`config.mk`:
```
export PLATFORM = sky130hd
export DESIGN_NAME = pow2_pipe
export DESIGN_NICKNAME = d
export VERILOG_FILES = /design/src/rtl/pow2_pipe.sv
export SDC_FILE = /design/constraint.sdc
export NUM_CORES = 1
export LEC_CHECK = 0
export BUFFER_PORTS_ARGS = -buffer_cell sky130_fd_sc_hd__clkbuf_2
export CORE_ASPECT_RATIO = 1.75
export CORE_UTILIZATION = 29
export CTS_CLUSTER_DIAMETER = 100
export CTS_CLUSTER_SIZE = 40
export DETAILED_ROUTE_END_ITERATION = 16
export HOLD_SLACK_MARGIN = 0.15
export PLACE_DENSITY = 0.42
export SLEW_MARGIN = 20
export SYNTH_ARGS = -nofsm -noshare
export SYNTH_HDL_FRONTEND = slang
export SYNTH_SLANG_ARGS = --single-unit
export TNS_END_PERCENT = 30
```
`constraint.sdc`:
```
create_clock -name clock -period 12.6 [get_ports clock]
set_clock_uncertainty 0.15 [all_clocks]
set_input_delay 1.26 -clock clock [delete_from_list [all_inputs] [get_ports clock]]
set_output_delay 1.26 -clock clock [all_outputs]
set_load 0.005 [all_outputs]
```
`src/rtl/pow2_pipe.sv`:
```
// pow2_pipe -- multi-cycle G.729 basic-op Pow2.
//
// Computes L_x = 2^(exponent + fraction/32768), bit-exact to the ITU G.729
// reference C: a 33-entry tabpow lookup, linear interpolation with L_msu,
// then a rounding shift L_shr_r(L_x, 30 - exponent).
//
// Ports:
//   clock     in   1   system clock, rising edge
//   reset     in   1   asynchronous, active-high reset
//   start     in   1   request; accepted only in IDLE or DONE
//   exponent  in  16   signed integer part (Word16)
//   fraction  in  16   Q15 fractional part; bit 15 ignored
//   done      out  1   high while out holds a valid result
//   out       out 32   result L_x (Word32)
//
// start accepted on edge N gives done=1 and a valid out after edge N+4.
// The shifted value is registered in SHIFT and copied to out in LOAD, so out
// changes only on entry to DONE and the barrel shifter never drives out directly.

module pow2_pipe (
  input  logic        clock,
  input  logic        reset,
  input  logic        start,
  input  logic [15:0] exponent,
  input  logic [15:0] fraction,
  output logic        done,
  output logic [31:0] out
);

  typedef enum logic [2:0] {
    ST_IDLE,
    ST_READ,
    ST_MAC,
    ST_SHIFT,
    ST_LOAD,
    ST_DONE
  } state_t;

  state_t             state;
  logic signed [15:0] exp_q;
  logic        [14:0] frac_q;
  logic        [15:0] t0_q;
  logic        [15:0] t1_q;
  logic        [14:0] a_q;
  logic signed [31:0] lx_q;
  logic signed [15:0] sh_q;
  logic        [31:0] res_q;

  // G.729 tab_ld8k tabpow: 2^(i/32) in Q14, i = 0..32.
  function automatic logic [15:0] tabpow(input logic [5:0] idx);
    logic [15:0] v;
    case (idx)
      6'd0:  v = 16'd16384;  6'd1:  v = 16'd16743;  6'd2:  v = 16'd17109;
      6'd3:  v = 16'd17484;  6'd4:  v = 16'd17867;  6'd5:  v = 16'd18258;
      6'd6:  v = 16'd18658;  6'd7:  v = 16'd19066;  6'd8:  v = 16'd19484;
      6'd9:  v = 16'd19911;  6'd10: v = 16'd20347;  6'd11: v = 16'd20792;
      6'd12: v = 16'd21247;  6'd13: v = 16'd21713;  6'd14: v = 16'd22188;
      6'd15: v = 16'd22674;  6'd16: v = 16'd23170;  6'd17: v = 16'd23678;
      6'd18: v = 16'd24196;  6'd19: v = 16'd24726;  6'd20: v = 16'd25268;
      6'd21: v = 16'd25821;  6'd22: v = 16'd26386;  6'd23: v = 16'd26964;
      6'd24: v = 16'd27554;  6'd25: v = 16'd28158;  6'd26: v = 16'd28774;
      6'd27: v = 16'd29405;  6'd28: v = 16'd30048;  6'd29: v = 16'd30706;
      6'd30: v = 16'd31379;  6'd31: v = 16'd32066;  6'd32: v = 16'd32767;
      default: v = 16'd0;
    endcase
    return v;
  endfunction

  // Interpolation: L_msu(t0<<16, t0-t1, a) = (t0<<16) - 2*(t0-t1)*a.
  // A 34-bit signed datapath holds the exact value before saturation.
  logic signed [33:0] t0_w;
  logic signed [33:0] t1_w;
  logic signed [33:0] a_w;
  logic signed [33:0] mult_w;
  logic signed [33:0] msu_w;
  logic signed [31:0] mac_sat;
  logic signed [16:0] sh_wide;
  logic signed [15:0] sh_sat;

  assign t0_w    = $signed({18'b0, t0_q});
  assign t1_w    = $signed({18'b0, t1_q});
  assign a_w     = $signed({19'b0, a_q});
  assign mult_w  = ((t0_w - t1_w) * a_w) <<< 1;
  assign msu_w   = (t0_w <<< 16) - mult_w;
  assign sh_wide = 17'sd30 - $signed({exp_q[15], exp_q});

  always_comb begin
    mac_sat = msu_w[31:0];
    if (msu_w[33:31] != 3'b000 && msu_w[33:31] != 3'b111) begin
      mac_sat = msu_w[33] ? 32'sh8000_0000 : 32'sh7FFF_FFFF;
    end
  end

  // 30 - exponent only overflows Word16 on the positive side, but both
  // directions are clamped to mirror the sub() basic-op.
  always_comb begin
    sh_sat = sh_wide[15:0];
    if (sh_wide[16:15] == 2'b01) begin
      sh_sat = 16'sh7FFF;
    end else if (sh_wide[16:15] == 2'b10) begin
      sh_sat = 16'sh8000;
    end
  end

  // L_shr_r: rounding right shift for positive sh, saturating left shift
  // (L_shl) for negative sh. A left shift overflows when any bit shifted
  // across bit 31 differs from the sign.
  logic signed [31:0] shr_res;
  logic signed [31:0] rnd_w;
  logic        [63:0] wide_w;
  logic signed [16:0] neg_sh;
  logic         [4:0] sh5;
  logic         [4:0] n5;

  always_comb begin
    shr_res = '0;
    rnd_w   = '0;
    wide_w  = '0;
    sh5     = sh_q[4:0];
    neg_sh  = -$signed({sh_q[15], sh_q});
    n5      = neg_sh[4:0];
    if (sh_q > 16'sd31) begin
      shr_res = '0;
    end else if (sh_q > 16'sd0) begin
      rnd_w   = lx_q >>> (sh5 - 5'd1);
      shr_res = (lx_q >>> sh5) + {31'b0, rnd_w[0]};
    end else if (sh_q == 16'sd0) begin
      shr_res = lx_q;
    end else if (lx_q == 32'sd0) begin
      shr_res = '0;
    end else if (neg_sh > 17'sd30) begin
      shr_res = lx_q[31] ? 32'sh8000_0000 : 32'sh7FFF_FFFF;
    end else begin
      wide_w = {{32{lx_q[31]}}, lx_q} << n5;
      if (wide_w[63:31] != {33{lx_q[31]}}) begin
        shr_res = lx_q[31] ? 32'sh8000_0000 : 32'sh7FFF_FFFF;
      end else begin
        shr_res = wide_w[31:0];
      end
    end
  end

  // Sequencer: one step per state; start is honoured only in IDLE or DONE.
  always_ff @(posedge clock or posedge reset) begin
    if (reset) begin
      state  <= ST_IDLE;
      exp_q  <= '0;
      frac_q <= '0;
      t0_q   <= '0;
      t1_q   <= '0;
      a_q    <= '0;
      lx_q   <= '0;
      sh_q   <= '0;
      res_q  <= '0;
      done   <= 1'b0;
      out    <= '0;
    end else begin
      case (state)
        ST_IDLE: begin
          if (start) begin
            exp_q  <= exponent;
            frac_q <= fraction[14:0];
            state  <= ST_READ;
          end
        end
        ST_READ: begin
          t0_q  <= tabpow({1'b0, frac_q[14:10]});
          t1_q  <= tabpow({1'b0, frac_q[14:10]} + 6'd1);
          a_q   <= {frac_q[9:0], 5'b0};
          state <= ST_MAC;
        end
        ST_MAC: begin
          lx_q  <= mac_sat;
          sh_q  <= sh_sat;
          state <= ST_SHIFT;
        end
        ST_SHIFT: begin
          res_q <= shr_res;
          state <= ST_LOAD;
        end
        ST_LOAD: begin
          out   <= res_q;
          done  <= 1'b1;
          state <= ST_DONE;
        end
        ST_DONE: begin
          if (start) begin
            done   <= 1'b0;
            exp_q  <= exponent;
            frac_q <= fraction[14:0];
            state  <= ST_READ;
          end
        end
        default: begin
          state <= ST_IDLE;
        end
      endcase
    end
  end

endmodule
```
# Word level (Yosys, flattened, before mapping)
# Memories as Yosys holds them, arrays and structs flattened. A register that Yosys moved wholly into a read port is not among the register bits.
# Index checks and enable logic that the tools add are counted.
dict set report word_totals {
  ff_bits 189
  mem_bits_ro 1408
  inputBits 35
  out_inout_bits 33
  wordCells 62
  mem_count 2
}
dict set report op_classes {
  add_sub_neg 7
  multipliers 1
  n_lt_le_gt_ge 3
  n_eq_ne 11
  shift 3
  mux 15
  n_reduce_logical 9
}
# name depth word_bits rd rd_ports_with_merged_regs write_ports line_no
set memory_table {}
lappend memory_table {{(name not given)} 64 15 1 1 0 52} ;# case (idx)
lappend memory_table {{(name not given)} 32 14 1 1 0 52}
# cell count
set op_table {}
lappend op_table {{$mux 32} 9}
lappend op_table {{$shl 64x5->64} 1}
lappend op_table {{$sub 33x34->34} 1}
lappend op_table {{$ne 33x33->1} 1}
lappend op_table {{$add 32x1->32} 1}
lappend op_table {{$logic_not 32->1} 1}
lappend op_table {{$mux 16} 2}
lappend op_table {{$sshr 32x5->1} 1}
lappend op_table {{$sshr 32x5->32} 1}
lappend op_table {{$mul 17x11->28} 1}
lappend op_table {{$gt 17x6->1 const B} 1}
lappend op_table {{$neg 16->17} 1}
lappend op_table {{$sub 16x16->17} 1}
lappend op_table {{$sub 6x16->17 const A} 1}
lappend op_table {{$gt 16x1->1 const B} 1}
lappend op_table {{$gt 16x6->1 const B} 1}
lappend op_table {{$logic_not 16->1} 1}
lappend op_table {{$pmux 3 s5} 1}
lappend op_table {{$add 5x1->6 const B} 1}
lappend op_table {{$eq 3x2->1 const B} 2}
lappend op_table {{$eq 3x3->1 const B} 2}
lappend op_table {{$sub 5x1->5 const B} 1}
lappend op_table {{$reduce_and 2->1} 2}
lappend op_table {{$eq 3x1->1 const B} 1}
lappend op_table {{13 further kinds} 13}

# Depth between registers and ports, before layout
dict set report logic_depth {
  ltp_word 9
  depth_mapped 43
  depth_no_buf 40
}

# Worst setup path before layout
# Ideal clock, no wire load.
dict set report synth_path {
  path_kind {register to register}
  from {register t0_q[0]}
  to {register lx_q[25]}
  setup_time_ns 0.144
  arrival_time_ns 9.266
  t_required_ns 12.306
  setup_slack_ns 3.040
  stages_incl_launch_ff 41
  n_path_buf 2
  synth_period_minus_slack_ns 9.560
  path_cell_list {dfrtp_1 -> inv_1 -> ha_1 -> fa_1 -> nor2b_1 -> o21ai_0 -> a21boi_0 -> o21ai_0 -> a21boi_0 -> o21ai_0 -> a21oi_1 -> o21a_1 -> xor2_1 -> nand2_1 -> fa_1 -> inv_1 -> fa_1 -> fa_1 -> (+5 left out) -> nand2_1 -> or3_1 -> a221o_1 -> o21bai_1 -> xnor2_1 -> ha_1 -> nand2_1 -> or2_2 -> a2bb2oi_1 -> o21ai_0 -> o22ai_1 -> o31ai_1 -> nor2_1 -> or4b_1 -> clkbuf_1 -> clkbuf_1 -> nand4_1 -> a21oi_1}
}
dict set report synth_via {
  elab_chain_cells 6
  elab_cells_between_ends 8
  classes_between {add/sub: 2; mul: 1; eq/ne: 1; mux: 2; reduce/logical: 2}
}
# element line_no
set synth_lines {}
lappend synth_lines {{from (decl)} 42} ;# logic [15:0] t0_q;
lappend synth_lines {{$sub 16x16->17} 83} ;# assign mult_w = ((t0_w - t1_w) * a_w) <<< 1;
lappend synth_lines {{$mul 17x11->28} 83}
lappend synth_lines {{$sub 33x34->34 *} 84} ;# assign msu_w = (t0_w <<< 16) - mult_w;
lappend synth_lines {{$ne 3x3->1 or $reduce_bool 3->1 (tied branches)} 89} ;# if (msu_w[33:31] != 3'b000 && msu_w[33:31] != 3'b111) begin
lappend synth_lines {{$logic_and 1x1->1} 89}
lappend synth_lines {{$mux 32 *} 89}
lappend synth_lines {{to (signal assigned)} 173} ;# lx_q <= mac_sat;
lappend synth_lines {{to (decl)} 45} ;# logic signed [31:0] lx_q;
# Mark *: on every way between the ends. The rest lies on a longest branch, timed or not.
# A chain may end at the register's enable or synchronous reset.

# Final worst setup path
dict set report layout_path {
  from {register t0_q[0]}
  to {register lx_q[18]}
}
# Same word-level chain as after synthesis.

==> run metrics <==
status completed; YS warnings 0; element type at the critical path end flip-flop; Hold Path Class reg2reg; initial core utilization between 20 and 30%; Hold Fails Final Rpt 0; largest net degree at the start of global routing 66; final period utilization between 80% and 90%; mapped cell area roughly 23000 um2; Worst-Skew Late Latency ~0.51 ns; Mean Syn Cell Area approximately 8.5 um2; count of different cell masters after synthesis 88; Setup Total Neg Slack 0 ns; Setup crit start kind flip-flop; WP data arrival between 10 and 15 ns; vias in the first global route 20800; # hold bufs at CTS 0; WL/cell roughly 22 um; Via Count slightly below 20000; share of layout cells above drive strength 1 13.4%; routing usage on met1 19.6%; TritonCTS buffer count 17; DRT antenna net count 0; drt drc 0; die area about 80000 um2; GRT met3 Usage about 1.7%; number of DRC violations after detailed-routing iteration 0 ~1100; Post-CTS Setup Inserts 0; drt first pass iters 5; max-cap check violation count 0; global-route met2 utilization between 40% and 50%; crit-path max cell delay ~0.9 ns; CP most frequent cell fa_1; core footprint about 78000 um2; clock root buffer clkbuf_16; die height about 370 um; CTS Sinks about 180; routability cong. between 0.9 and 1; std cell rows roughly 140; Mapped Nets 2984; Via density between 5 and 6; Max Fclk 88.8 MHz; I/O Pins 68; DP Wirelength between 60000 and 70000 um; Final setup viols 0; Max Slew Vio Count 0; CTS Buffer Depth 2; H-tree levels 4; I/O Buffers 66; P&R area growth vs syn 9.03%; async set or reset register ratio after synthesis between 90% and 100%; leading cell types in the layout, fill and taps excluded nand2_1, inv_1, nor2_1; Clk pin slew, worst setup/hold paths 0.08 ns; top_reg_cell synth dfrtp_1; Die X approximately 210 um; initial antenna violation count 0; Slowest cell on crit path or4b_1; Seq/Total Area, Yosys between 10% and 20%; DRT Wirelength approximately 80000 um; GRT busiest layer met2; crit-path max FO 25; #FFs+latches synth 182; first-pass GRT wire length around 130000 um; CTS tree built; commonest non-fill, non-tap cell in the layout nand2_1; min Tclk post-route between 10 and 15 ns; WS Path Type reg2reg; layout net count a little under 3000; grt ovf 0; max_slew headroom approximately 30%; Worst Tran Pin Value around 1.0 ns; cell count after synthesis between 2000 and 3000; post-cts resize count 0; Layout fillers around 8300; Antenna diodes 0; WP data required 12.83 ns; Post-synth EDFFs 0; overall routing resource usage between 20% and 30%; RSZ-0062 raised after global routing false
[Yosys cell counts (13+ instances only)]
master / n / share of area (%)
mux2_2: 81 / 4.0
and2_1: 86 / 2.3
a21o_1: 17 / 0.56
nor2_1: 191 / 3.1
or3_1: 18 / 0.49
nand2_1: 307 / 5.0
nand4_1: 38 / 1.0
mux2i_1: 61 / 2.7
o21a_1: 13 / 0.43
a31oi_1: 29 / 0.79
fa_1: 154 / 13
ha_1: 114 / 6.2
a22oi_1: 24 / 0.79
o22ai_1: 13 / 0.36
nand2b_1: 18 / 0.49
xor2_1: 40 / 1.5
clkbuf_1: 146 / 2.4
nor2b_1: 49 / 1.3
inv_1: 257 / 4.2
xnor2_1: 62 / 2.4
a211oi_1: 40 / 1.3
mux4_2: 70 / 6.9
o211ai_1: 21 / 0.69
a21oi_1: 158 / 3.5
buf_2: 23 / 0.50
dfrtp_1: 182 / 20
o21ai_0: 134 / 2.9
nor4_1: 20 / 0.55
nand3_1: 37 / 0.81
o31ai_1: 14 / 0.46
nor3_1: 53 / 1.2
[routing by layer]
metal,share of wire (%),vias up
met5,0,-
met4,7.0,0
met3,2.3,182
met2,57,471
met1,34,9864
li1,-,9298
[worst max-delay path: cells and delay by family, from the launching register on]
kind	cells	cell delay, ns
AOI/OAI and AO/OA	15	3.15
xor gates and xnor gates	2	0.86
adders and majority gates	9	3.85
buffers and inverters	5	0.30
DFF	1	0.45
and+or+nand+nor	9	2.37
[cell type report]
type	count	area (um2)	area share, %
Sequential cell	182	4560	18.3
Multi-Input combinational cell	2050	16700	66.7
Tap cell	1035	1290	5.18
Timing Repair Buffer	134	841	3.37
Inverter	260	983	3.94
Clock buffer	17	425	1.70
Clock inverter	15	203	0.811
[stage by stage]
stage / worst slack (ns) / instances / hold slack [ns] / cell area, um2 / util, %
4_1_cts: 1.24 / 3693 / 0.326 / 25000 / 31.8
3_3_place_gp: 1.34 / 3661 / 0.297 / 24300 / 31.0
3_5_place_dp: 1.30 / 3661 / 0.308 / 24300 / 31.0
2_1_floorplan: 3.04 / 2681 / 0.285 / 22900 / -
5_1_grt: 0.508 / 3693 / 0.355 / 25000 / 31.8
6_report: 1.33 / 3693 / 0.322 / 25000 / 31.8
[sequential cells by signal (all words and copies together) (netlist names)]
register  flops
sh_q         16
out          32
done          1
frac_q       15
t1_q         15
lx_q         27
a_q          10
t0_q         15
state         3
exp_q        16
res_q        32
[cell families after synthesis]
family	count (synthesis)	share of synthesized area, %
AOI/OAI and AO/OA	583	16.5
buffers and inverters	449	7.73
adders and majority gates	268	19.7
muxes	212	13.5
DFF	182	19.9
and+or+nand+nor	885	18.7
xor gates and xnor gates	102	3.90
[worst paths after layout]
kind,start,to,slack (ns),depth (start not counted)
setup / recovery,t0_q[0],lx_q[18],1.33,40
hold / removal,frac_q[1],a_q[6],0.32,2
setup reg to reg,t0_q[0],lx_q[18],1.33,40
hold reg to reg,frac_q[1],a_q[6],0.32,2
max in group asynchronous,reset,sh_q[0],10.27,3
min in group asynchronous,reset,frac_q[14],0.63,2
Power is not shown: default switching activity piles up to over one toggle a cycle in this logic, so the estimate is an artifact.
